<file path="config.mk">
export PLATFORM = sky130hd
export DESIGN_NAME = display_scan_controller
export DESIGN_NICKNAME = d
export VERILOG_FILES = /design/src/rtl/display_scan_controller.sv
export SDC_FILE = /design/constraint.sdc
export NUM_CORES = 1
export LEC_CHECK = 0
export CORE_MARGIN = 2
export CORE_UTILIZATION = 50
export CTS_CLUSTER_SIZE = 10
export DETAILED_ROUTE_END_ITERATION = 10
export PLACE_DENSITY = 0.74
export SLEW_MARGIN = 20
export SYNTH_ARGS = -nofsm -noshare
export SYNTH_HDL_FRONTEND = slang
export SYNTH_SLANG_ARGS = --single-unit
</file>
<file path="constraint.sdc">
create_clock -name clk -period 2.35 [get_ports clk]
set_input_delay 0.235 -clock clk [delete_from_list [all_inputs] [get_ports clk]]
set_output_delay 0.235 -clock clk [all_outputs]
set_load 0.005 [all_outputs]
</file>
<file path="src/rtl/display_scan_controller.sv">
// display_scan_controller
//   Time-multiplexed scan controller for common-anode 7-segment digits.
//   Holds a frame buffer of DIGITS {char, dot} entries written by two
//   requesters (A has fixed priority over B). It walks the digits and drives
//   the decoder's number/dot/ena/light inputs, with brightness PWM,
//   per-digit blinking and a two-cycle ghost blank at the start of each slot.
//   digit_sel trails number/ena/light by one cycle so that it lines up with
//   the decoder's registered segment output.
//
// Ports
//   clk, rst            clock, asynchronous active-high reset
//   wr_req_x            write request (x = a, b)
//   wr_idx_x            target digit
//   wr_char_x           character code (0 blank, 1..38 valid, >38 stored as 0)
//   wr_dot_x            dot bit
//   wr_ack_x            one-cycle acknowledge, high the cycle after the commit
//   brightness          PWM on-steps per period (0 dark, >= PWM_STEPS full)
//   blink_mask          bit i set makes digit i blink
//   number, dot         character and dot for the decoder
//   ena                 decoder enable (low for the first two cycles of a slot)
//   light               decoder light (PWM and blink gated)
//   digit_sel           one-hot anode select
module display_scan_controller #(
  parameter int DIGITS    = 4,
  parameter int SCAN_DIV  = 5000,
  parameter int PWM_STEPS = 8,
  parameter int BLINK_DIV = 256,
  localparam int IW  = $clog2(DIGITS),
  localparam int BRW = $clog2(PWM_STEPS) + 1
) (
  input  logic              clk,
  input  logic              rst,
  input  logic              wr_req_a,
  input  logic [IW-1:0]     wr_idx_a,
  input  logic [5:0]        wr_char_a,
  input  logic              wr_dot_a,
  output logic              wr_ack_a,
  input  logic              wr_req_b,
  input  logic [IW-1:0]     wr_idx_b,
  input  logic [5:0]        wr_char_b,
  input  logic              wr_dot_b,
  output logic              wr_ack_b,
  input  logic [BRW-1:0]    brightness,
  input  logic [DIGITS-1:0] blink_mask,
  output logic [5:0]        number,
  output logic              dot,
  output logic              ena,
  output logic              light,
  output logic [DIGITS-1:0] digit_sel
);

  localparam int SW  = (SCAN_DIV > 1) ? $clog2(SCAN_DIV) : 1;
  localparam int PW  = BRW - 1;
  localparam int BCW = (BLINK_DIV > 1) ? $clog2(BLINK_DIV) : 1;

  localparam logic [SW-1:0]  SLOT_LAST  = SW'(SCAN_DIV - 1);
  localparam logic [SW-1:0]  BLANK_END  = SW'(2);
  localparam logic [IW-1:0]  CUR_LAST   = IW'(DIGITS - 1);
  localparam logic [PW-1:0]  P_LAST     = PW'(PWM_STEPS - 1);
  localparam logic [BCW-1:0] BLINK_LAST = BCW'(BLINK_DIV - 1);

  // ---------------- write arbitration ----------------
  logic          ack_a_reg, ack_b_reg;
  logic          elig_a, elig_b, grant_a, grant_b, commit;
  logic [IW-1:0] sel_idx;
  logic [5:0]    sel_char;
  logic          sel_dot;
  logic [6:0]    sel_entry;

  // A requester whose ack is currently high is still holding the request it
  // just got accepted, so it is excluded to avoid a duplicate commit.
  always_comb begin
    elig_a    = wr_req_a & ~ack_a_reg;
    elig_b    = wr_req_b & ~ack_b_reg;
    grant_a   = elig_a;
    grant_b   = elig_b & ~elig_a;
    sel_idx   = grant_a ? wr_idx_a  : wr_idx_b;
    sel_char  = grant_a ? wr_char_a : wr_char_b;
    sel_dot   = grant_a ? wr_dot_a  : wr_dot_b;
    // Out-of-range indices are still acknowledged, just not stored.
    commit    = (grant_a | grant_b) & (int'(sel_idx) < DIGITS);
    sel_entry = {(sel_char > 6'd38) ? 6'd0 : sel_char, sel_dot};
  end

  always_ff @(posedge clk or posedge rst) begin
    if (rst) begin
      ack_a_reg <= 1'b0;
      ack_b_reg <= 1'b0;
    end else begin
      ack_a_reg <= grant_a;
      ack_b_reg <= grant_b;
    end
  end

  assign wr_ack_a = ack_a_reg;
  assign wr_ack_b = ack_b_reg;

  // ---------------- frame buffer ----------------
  logic [6:0] buffer [DIGITS];

  for (genvar gi = 0; gi < DIGITS; gi++) begin : g_buf
    always_ff @(posedge clk or posedge rst) begin
      if (rst)
        buffer[gi] <= '0;
      else if (commit && (sel_idx == IW'(gi)))
        buffer[gi] <= sel_entry;
    end
  end

  // ---------------- scan, PWM and blink counters ----------------
  logic [SW-1:0]  slot_reg, slot_next;
  logic [IW-1:0]  cur_reg, cur_next;
  logic [PW-1:0]  p_reg, p_next;
  logic [BCW-1:0] blink_cnt_reg, blink_cnt_next;
  logic           phase_reg, phase_next;
  logic           slot_wrap;

  always_comb begin
    slot_wrap      = (slot_reg == SLOT_LAST);
    slot_next      = slot_wrap ? '0 : slot_reg + 1'b1;
    cur_next       = cur_reg;
    blink_cnt_next = blink_cnt_reg;
    phase_next     = phase_reg;
    if (slot_wrap) begin
      cur_next = (cur_reg == CUR_LAST) ? '0 : cur_reg + 1'b1;
      if (blink_cnt_reg == BLINK_LAST) begin
        blink_cnt_next = '0;
        phase_next     = ~phase_reg;
      end else begin
        blink_cnt_next = blink_cnt_reg + 1'b1;
      end
    end
    p_next = (p_reg == P_LAST) ? '0 : p_reg + 1'b1;
  end

  always_ff @(posedge clk or posedge rst) begin
    if (rst) begin
      slot_reg      <= '0;
      cur_reg       <= '0;
      p_reg         <= '0;
      blink_cnt_reg <= '0;
      phase_reg     <= 1'b0;
    end else begin
      slot_reg      <= slot_next;
      cur_reg       <= cur_next;
      p_reg         <= p_next;
      blink_cnt_reg <= blink_cnt_next;
      phase_reg     <= phase_next;
    end
  end

  // ---------------- decoder-side outputs ----------------
  // number/dot/ena/light are registered from the current state; cur_out_reg
  // remembers which digit they belong to so digit_sel can follow one cycle
  // later. out_valid_reg keeps digit_sel dark until the first digit has
  // actually been presented to the decoder.
  logic [5:0]        number_reg, number_next;
  logic              dot_reg, dot_next;
  logic              ena_reg, ena_next;
  logic              light_reg, light_next;
  logic [IW-1:0]     cur_out_reg;
  logic              out_valid_reg;
  logic [DIGITS-1:0] digit_sel_reg, digit_sel_next;

  always_comb begin
    number_next = buffer[cur_reg][6:1];
    dot_next    = buffer[cur_reg][0];
    ena_next    = (slot_reg >= BLANK_END);
    light_next  = (BRW'(p_reg) < brightness) & ~(phase_reg & blink_mask[cur_reg]);
  end

  for (genvar gi = 0; gi < DIGITS; gi++) begin : g_sel
    assign digit_sel_next[gi] = out_valid_reg & (cur_out_reg == IW'(gi));
  end

  always_ff @(posedge clk or posedge rst) begin
    if (rst) begin
      number_reg    <= '0;
      dot_reg       <= 1'b0;
      ena_reg       <= 1'b0;
      light_reg     <= 1'b0;
      cur_out_reg   <= '0;
      out_valid_reg <= 1'b0;
      digit_sel_reg <= '0;
    end else begin
      number_reg    <= number_next;
      dot_reg       <= dot_next;
      ena_reg       <= ena_next;
      light_reg     <= light_next;
      cur_out_reg   <= cur_reg;
      out_valid_reg <= 1'b1;
      digit_sel_reg <= digit_sel_next;
    end
  end

  assign number    = number_reg;
  assign dot       = dot_reg;
  assign ena       = ena_reg;
  assign light     = light_reg;
  assign digit_sel = digit_sel_reg;

endmodule

</file>
# Word-level counts from Yosys, hierarchy flattened
# Index checks and enable logic that the tools add are counted.
word_totals:
  ff_bits: 73
  latch_bits: 0
  mem_bits_rw: 0
  romBits: 0
  input_bits: 30
  output_inout_bits: 15
  wordCells: 73
  memories: 0
op_classes:
  add_sub_neg: 4
  mul: 0
  n_div: 0
  n_lt_le_gt_ge: 5
  eq_ne: 10
  n_shift: 0
  muxes: 13
  n_bitwise: 16
  n_reduce_logical: 7
ops:
  columns: ["operator", "n"]
  rows:
  - ["binary-select mux 7 bit (select 2 bit)", 1]
  - ["two-way mux 7 bit", 2]
  - ["adder 13 x 1 -> 13 bit (second input constant)", 1]
  - ["equality test 13 bit (second input constant)", 1]
  - [">= comparator 13 x 2 -> 1 bit (second input constant)", 1]
  - ["two-way mux 13 bit", 1]
  - ["two-way mux 6 bit", 2]
  - ["equality test 2 bit (second input constant)", 5]
  - ["AND 1 bit", 9]
  - ["adder 8 x 1 -> 8 bit (second input constant)", 1]
  - ["equality test 8 bit (second input constant)", 1]
  - ["two-way mux 8 bit", 1]
  - ["> comparator 6 bit (second input constant)", 1]
  - ["NOT 1 bit", 5]
  - ["equality test 2 x 1 -> 1 bit (second input constant)", 2]
  - ["logical AND 1 bit", 4]
  - ["logical NOT 2 bit", 2]
  - ["< comparator 3 x 4 -> 1 bit", 1]
  - ["two-way mux 2 bit", 2]
  - ["adder 3 x 1 -> 3 bit (second input constant)", 1]
  - ["equality test 3 bit (second input constant)", 1]
  - [">= comparator 3 bit (second input constant)", 1]
  - ["< comparator 2 x 3 -> 1 bit (second input constant)", 1]
  - ["two-way mux 3 bit", 1]
  - ["6 further kinds", 7]

# Longest topological paths before layout
# Gate-level depths: netlist of the first run.
depth:
  depth_word: 6
  mapped_depth: 6
  mapped_depth_nobuf: 5

# Worst setup path before layout of the first run
# Ideal clock, no wire load.
synth_path:
  path_type: "register to register"
  startpoint: "reg ack_a_reg (netlist: wr_ack_a)"
  endpoint: "reg buffer[13] in the netlist's numbering"
  setup_time_ps: 96
  arrival_time_ps: 1510
  t_required_ps: 2254
  path_slack_ps: 744
  stages_incl_launch_ff: 7
  path_buffers: 1
  synth_period_minus_slack_ps: 1606
  cell_sequence: "dfrtp_1 > nand2b_2 > inv_2 > mux2i_2 > o21ai_2 > buf_6 > o31ai_1"
synth_between:
  elab_chain_len: 6
  elab_cells_between_ends: 11
  classes_between: "1 x order compare; 1 x eq/ne; 3 x mux; 5 x bitwise; 1 x reduce/logical"
synth_rtl:
  columns: ["element", "line", "rtl"]
  rows:
  - ["from (decl)", "63", "logic ack_a_reg, ack_b_reg;"]
  - ["from (signal assigned)", "90", "ack_a_reg <= grant_a;"]
  - ["NOT 1 bit (*)", "73", "elig_a = wr_req_a & ~ack_a_reg;"]
  - ["AND 1 bit (*)", "73", null]
  - ["net elig_a", "64", "logic elig_a, elig_b, grant_a, grant_b, commit;"]
  - ["branches (longest 4 deep; another with > comparator 6 bit)", null, null]
  - ["to (signal, indexed assignment)", "106", "buffer[gi] <= sel_entry;"]
  - ["to (decl)", "99", "logic [6:0] buffer [DIGITS];"]
# Mark *: on every way through the listed nets, which the timed path passes.
# A chain may end at the register's enable or synchronous reset.

# Worst setup path after layout of the first run
layout_path:
  startpoint: "reg ack_a_reg (netlist: wr_ack_a)"
  endpoint: "reg buffer[6] in the netlist's numbering"
# The elaborated chain is that of the path after synthesis.

==> results.yml, run 1 <==
synthesis:
  synth_area_mm2: 0.00337
  yosys.area.top_type: "dfrtp_1"
  synth_seq_cells: 73
  syn_area_per_cell_um2: 11.8
  synth-edff-count: 0
  synth_top_flop_cell: "dfrtp_1"
  yosys_warnings: 0
  yosysMostFrequentCell: "dfrtp_1"
  netlist-cell-type-count: 47
  synthTopCellsByArea: "dfrtp_1 54%, mux2i_1 5.3%, mux4_2 5.3%"
  yosys-top-cells-count: "73 x dfrtp_1, 25 x nand2_1, 24 x a21oi_1, 19 x nor2_1, 18 x mux2i_1"
  synth_top_area_frac: 0.541
  syn_inst: 287
  async_flop_share: 1.00
  synth_nets: 325
  yosysSeqAreaShare: 0.541
floorplanning:
  rows: 29
  core_area_mm2: 0.00642
  ios: 45
  die-area_mm2: 0.00742
  die-height_um: 86.2
  die_width_um: 86.2
  start_util: 0.525
routing:
  wl_um: 6660
  drcViolationCount: 0
  wl_per_cell_um: 15.9
  drtAntennaViolNets: 0
  viasPerCell: 5.62
  drt_first_pass_iters: 4
  vias: 2361
  drtIter0Drc: 141
layout:
  fillCellCount: 489
  largest_reg_flops: 28
  layout-drive-gt1-share: 0.131
  area_growth_pct: 23.7
  insertedDiodeCount: 0
  final_nets: 376
sta:
  rsz0062_at_grt: "no"
  min_period_ns: 1.96
  skew_ns: 0.0118
  finalMaxSlewViolations: 0
  worst_slew_pin_slew_ns: 0.799
  fin_crit_sh: 0.832
  relSlewSlack: 0.467
  max_freq_mhz: 511
  setup_tns_ns: 0
  timing.final.ws_setup_ns: 0.395
  hold_violations: 0
  setup_viol: 0
setup_path:
  end_kind: "register"
  path_cells: "nand2b_2 > inv_2 > mux2i_2 > o21ai_2 > o31ai_1"
  critPathTopFamily: "compound AO/OA/AOI/OAI gates"
  cp.buffers_inverters: 1
  cp.required_ns: 2.56
  slowest_stage: "o21ai_2"
  critPathMaxStageDelay_ns: 0.64
  cp.depth: 5
  r2r_cells: 5
  crit_path_max_fanout: 20
  cp-start-kind: "register"
  critical_path_class: "reg2reg"
  critical_path_arrival_ns: 2.17
grt:
  grt_overflow_total: 0
  grt_pass1_wl_um: 11200
  grt_pass1_vias: 2376
  grt_usage: 0.199
  grt_max_degree: 74
  antenna_found_initial: 0
place:
  hpwl_um: 4650
  pre_cts_slack_ns: 0.174
  port_buffers: 44
  gp_congestion: 0.845
clocking:
  clk_latency_ns: 0.36
  clkTransAtPathRegs_ns: 0.08
  cts.sink_count: 73
  h-tree-depth: 3
  cts_made_buffers: 9
  post_cts_buffers: 0
  cts_hold_buf: 0
  tritoncts: "built"
  cts_buffer_depth: 2
  root_buffer: "clkbuf_8"
  cts_resized: 0
power:
  cellPowerDensity_mw_per_mm2: 746
  finalPower_mw: 3.11
  ir_worst_vdd_v: 0.000507
  p_leak_nw: 1.88
status:
  status: "completed"
worst_hold_path:
  hold_class: "in2async"
job:
  cap_violations: 0
==> cell families after synthesis <==
group	share of synthesized area
AND/OR/NAND/NOR	0.137
multiplexers	0.128
buffers and inverters	0.0267
XOR/XNOR	0.0337
flip-flops	0.541
other	0.00111
adder cells (fa/ha/maj)	0.0297
AO/OA/AOI/OAI	0.102
==> per-layer routing <==
layer	vias to the layer above	share of wire	track usage
met5	-	0	0
met4	0	0.022	0.0924
met3	12	0.039	0.0414
met2	56	0.48	0.314
met1	1143	0.46	0.266
li1	1150	-	-
==> per-stage QoR <==
stage          area, um2  cells  utilization  hold slack (ns)
2_1_floorplan       3370    287            -            0.376
3_3_place_gp        3920    404        0.611            0.446
3_5_place_dp        3920    404        0.611            0.452
4_1_cts             4170    420        0.650            0.289
5_1_grt             4170    420        0.650            0.301
6_report            4170    420        0.650            0.268
==> cells in the final DEF (no fill, tap or decap), types with 2 or more instances in the layout <==
cell,instances
a21o_1,4
a21oi_1,24
a31oi_1,2
a41o_1,3
a41oi_1,3
and3_1,5
and4_1,2
and4b_1,3
buf_4,7
bufinv_16,3
clkbuf_8,9
clkdlybuf4s50_1,44
clkinv_4,2
dfrtp_1,73
ha_1,8
inv_1,6
inv_2,2
inv_6,2
mux2_2,4
mux2i_1,18
mux2i_2,2
mux4_2,8
nand2_1,25
nand3_1,9
nand4_1,4
nor2_1,19
nor2b_1,2
nor3_1,4
nor4bb_1,2
o21ai_0,3
o31ai_1,10
xnor2_1,6
xor2_1,7
==> path summary, 6_finish.rpt <==
| check | start | slack, ns | endpoint |
|---|---|---|---|
| worst max-delay path | wr_ack_a$_DFF_PP0_ | 0.39 | buffer[6]$_DFFE_PP0P_ |
| worst min register to register | p_reg[0]$_DFF_PP0_ | 0.45 | p_reg[0]$_DFF_PP0_ |
| min in group clk | p_reg[0]$_DFF_PP0_ | 0.45 | p_reg[0]$_DFF_PP0_ |
| worst min-delay path | rst | 0.27 | p_reg[1]$_DFF_PP0_ |
| max in group asynchronous | rst | 1.78 | buffer[19]$_DFFE_PP0P_ |
| worst max register to register | wr_ack_a$_DFF_PP0_ | 0.39 | buffer[6]$_DFFE_PP0P_ |
==> worst register-to-register path: stages (launching register included) <==
cell      delay, ns
dfrtp_1        0.47
nand2b_2       0.22
inv_2          0.09
mux2i_2        0.20
o21ai_2        0.64
o31ai_1        0.18
==> layout make-up <==
class,instances,area (um2),share of cell area
clock inverter,7,125,0.0300
timing repair buffer,52,513,0.123
multi-input combinational,194,1460,0.349
sequential,73,1830,0.438
inverter,8,30.0,0.00720
tap,77,96.3,0.0231
clock buffer,9,124,0.0297
==> report_power, final <==
part	switching, mW	internal (mW)
clock	0.495	0.715
combinational	0.192	0.240
sequential	0.0692	1.40
total	0.756	2.36
Note: power is estimated with default switching activity, not from simulation.
==> inputs of run 2 (changes only) <==
==> constraint.sdc (replaced) <==
create_clock -name clk -period 1.9 [get_ports clk]
set_input_delay 0.19 -clock clk [delete_from_list [all_inputs] [get_ports clk]]
set_output_delay 0.19 -clock clk [all_outputs]
set_load 0.005 [all_outputs]
==> results.yml, run 2 (synthesis gave the netlist of run 1 again) <==
power:
  power_switching_share: 0.236
  ir_worst_vdd_v: 0.000579
  clkPwrFrac: 0.378
  power.internal_mw: 2.93
  switchingPower_uw: 905
  p_leak_nw: 1.97
  finalPower_mw: 3.83
  p_seq_frac: 0.475
  cellPowerDensity_mw_per_mm2: 888
  pwr-share-comb: 0.147
clocking:
  cts_resized: 0
  cts_buffer_depth: 2
  cts_made_buffers: 9
  clk_latency_ns: 0.35
  cts.sink_count: 73
  root_buffer: "clkbuf_8"
  post_cts_buffers: 0
  clkTransAtPathRegs_ns: 0.07
  tritoncts: "built"
  h-tree-depth: 3
  cts_hold_buf: 0
routing:
  drtIter0Drc: 103
  drcViolationCount: 0
  wl_per_cell_um: 15.6
  wl_um: 6850
  drtAntennaViolNets: 0
  vias: 2453
  drt_first_pass_iters: 4
  viasPerCell: 5.60
job:
  cap_violations: 0
floorplanning:
  start_util: 0.525
  core_area_mm2: 0.00642
  die_width_um: 86.2
  rows: 29
  ios: 45
  die-area_mm2: 0.00742
  die-height_um: 86.2
layout:
  final_core_util: 0.672
  layout_common_cells: "73 x dfrtp_1, 44 x clkdlybuf4s50_1, 25 x nand2_1"
  largest_reg_flops: 28
  layout_commonest_cell: "dfrtp_1"
  fillCellCount: 461
  layout-drive-gt1-share: 0.175
  final_nets: 394
  insertedDiodeCount: 0
  area_growth_pct: 27.9
grt:
  grt_pass1_vias: 2473
  grt_usage: 0.204
  antenna_found_initial: 0
  grt_overflow_total: 0
  grt_pass1_wl_um: 11700
  grt_max_degree: 62
sta:
  max_freq_mhz: 588
  rsz0062_at_grt: "no"
  fin_crit_sh: 0.896
  finalMaxSlewViolations: 0
  worst_slew_pin_slew_ns: 0.524
  min_period_ns: 1.70
  whs_ns: 0.164
  hold_violations: 0
  relSlewSlack: 0.651
  setup_viol: 0
  skew_ns: 0.0100
setup_path:
  path_cells: "or4b_1 > o31ai_1 > o21ai_2 > buf_12 > o31ai_1"
  critical_path_arrival_ns: 1.95
  cp-start-kind: "register"
  crit_top_cell: "o31ai_1"
  crit_path_max_fanout: 20
  cp.required_ns: 2.15
  critical_path_class: "reg2reg"
  critPathMaxStageDelay_ns: 0.52
  end_kind: "register"
  slowest_stage: "or4b_1"
  r2r_cells: 5
place:
  port_buffers: 44
  hpwl_um: 5080
  gp_congestion: 0.822
status:
  status: "completed"
worst_hold_path:
  hold_class: "in2async"
-- run 2: cell types whose count changed in the layout (fill, tap and decap cells not counted) --
cell,delta
buf_4,+17
clkinv_2,+2
clkinv_4,-2
clkinvlp_4,+2
buf_12,+1
inv_2,-1
inv_6,-1
-- run 2: power by group through the flow --
stage | Clock [mW] | Combinational [mW] | Sequential, mW
3_5_place_dp | 0 | 0.570 | 1.85
2_1_floorplan | 0 | 0.307 | 1.83
4_1_cts | 1.47 | 0.572 | 1.82
5_1_grt | 1.55 | 0.613 | 1.84
3_3_place_gp | 0 | 0.554 | 1.84
6_report | 1.45 | 0.564 | 1.82
-- run 2: area by class of cell --
cell class | instances | area, um2 | area share
Inverter | 8 | 33.8 | 0.00783
Multi-Input combinational cell | 194 | 1460 | 0.338
Timing Repair Buffer | 70 | 661 | 0.153
Clock inverter | 7 | 116 | 0.0270
Clock buffer | 9 | 124 | 0.0287
Tap cell | 77 | 96.3 | 0.0223
Sequential cell | 73 | 1830 | 0.423
-- run 2: path summary, 6_finish.rpt --
path | slack [ns] | endpoint | startpoint
max in group asynchronous | 1.15 | cur_out_reg[1]$_DFF_PP0_ | rst
worst max-delay path | 0.20 | buffer[20]$_DFFE_PP0P_ | wr_ack_a$_DFF_PP0_
min in group clk | 0.45 | digit_sel[2]$_DFF_PP0_ | cur_out_reg[0]$_DFF_PP0_
worst min-delay path | 0.16 | wr_ack_b$_DFF_PP0_ | rst
worst min register to register | 0.45 | digit_sel[2]$_DFF_PP0_ | cur_out_reg[0]$_DFF_PP0_
worst max register to register | 0.20 | buffer[20]$_DFFE_PP0P_ | wr_ack_a$_DFF_PP0_
-- run 2: critical path, delay by kind of cell (launching register included) --
| kind | cells | cell delay [ns] |
|---|---|---|
| simple gates | 1 | 0.52 |
| buf+inv | 1 | 0.18 |
| compound gates | 3 | 0.51 |
| flops | 1 | 0.41 |
-- run 2: through the flow --
stage | setup slack [ns] | setup TNS, ns | cells | cell area (um2)
global route | 0.0746 | 0 | 438 | 4320
floorplan | 0.294 | 0 | 287 | 3380
finish | 0.198 | 0 | 438 | 4320
CTS | 0.195 | 0 | 438 | 4320
detailed placement | -0.0484 | -0.158 | 422 | 4080
global placement | 0.0203 | 0 | 422 | 4080
-- run 2: routing by layer --
metal	vias up	track usage	part of all wire
met5	-	0	0
met2	58	0.337	0.48
met3	14	0.0462	0.039
li1	1185	-	-
met4	0	0.0779	0.021
met1	1196	0.264	0.45
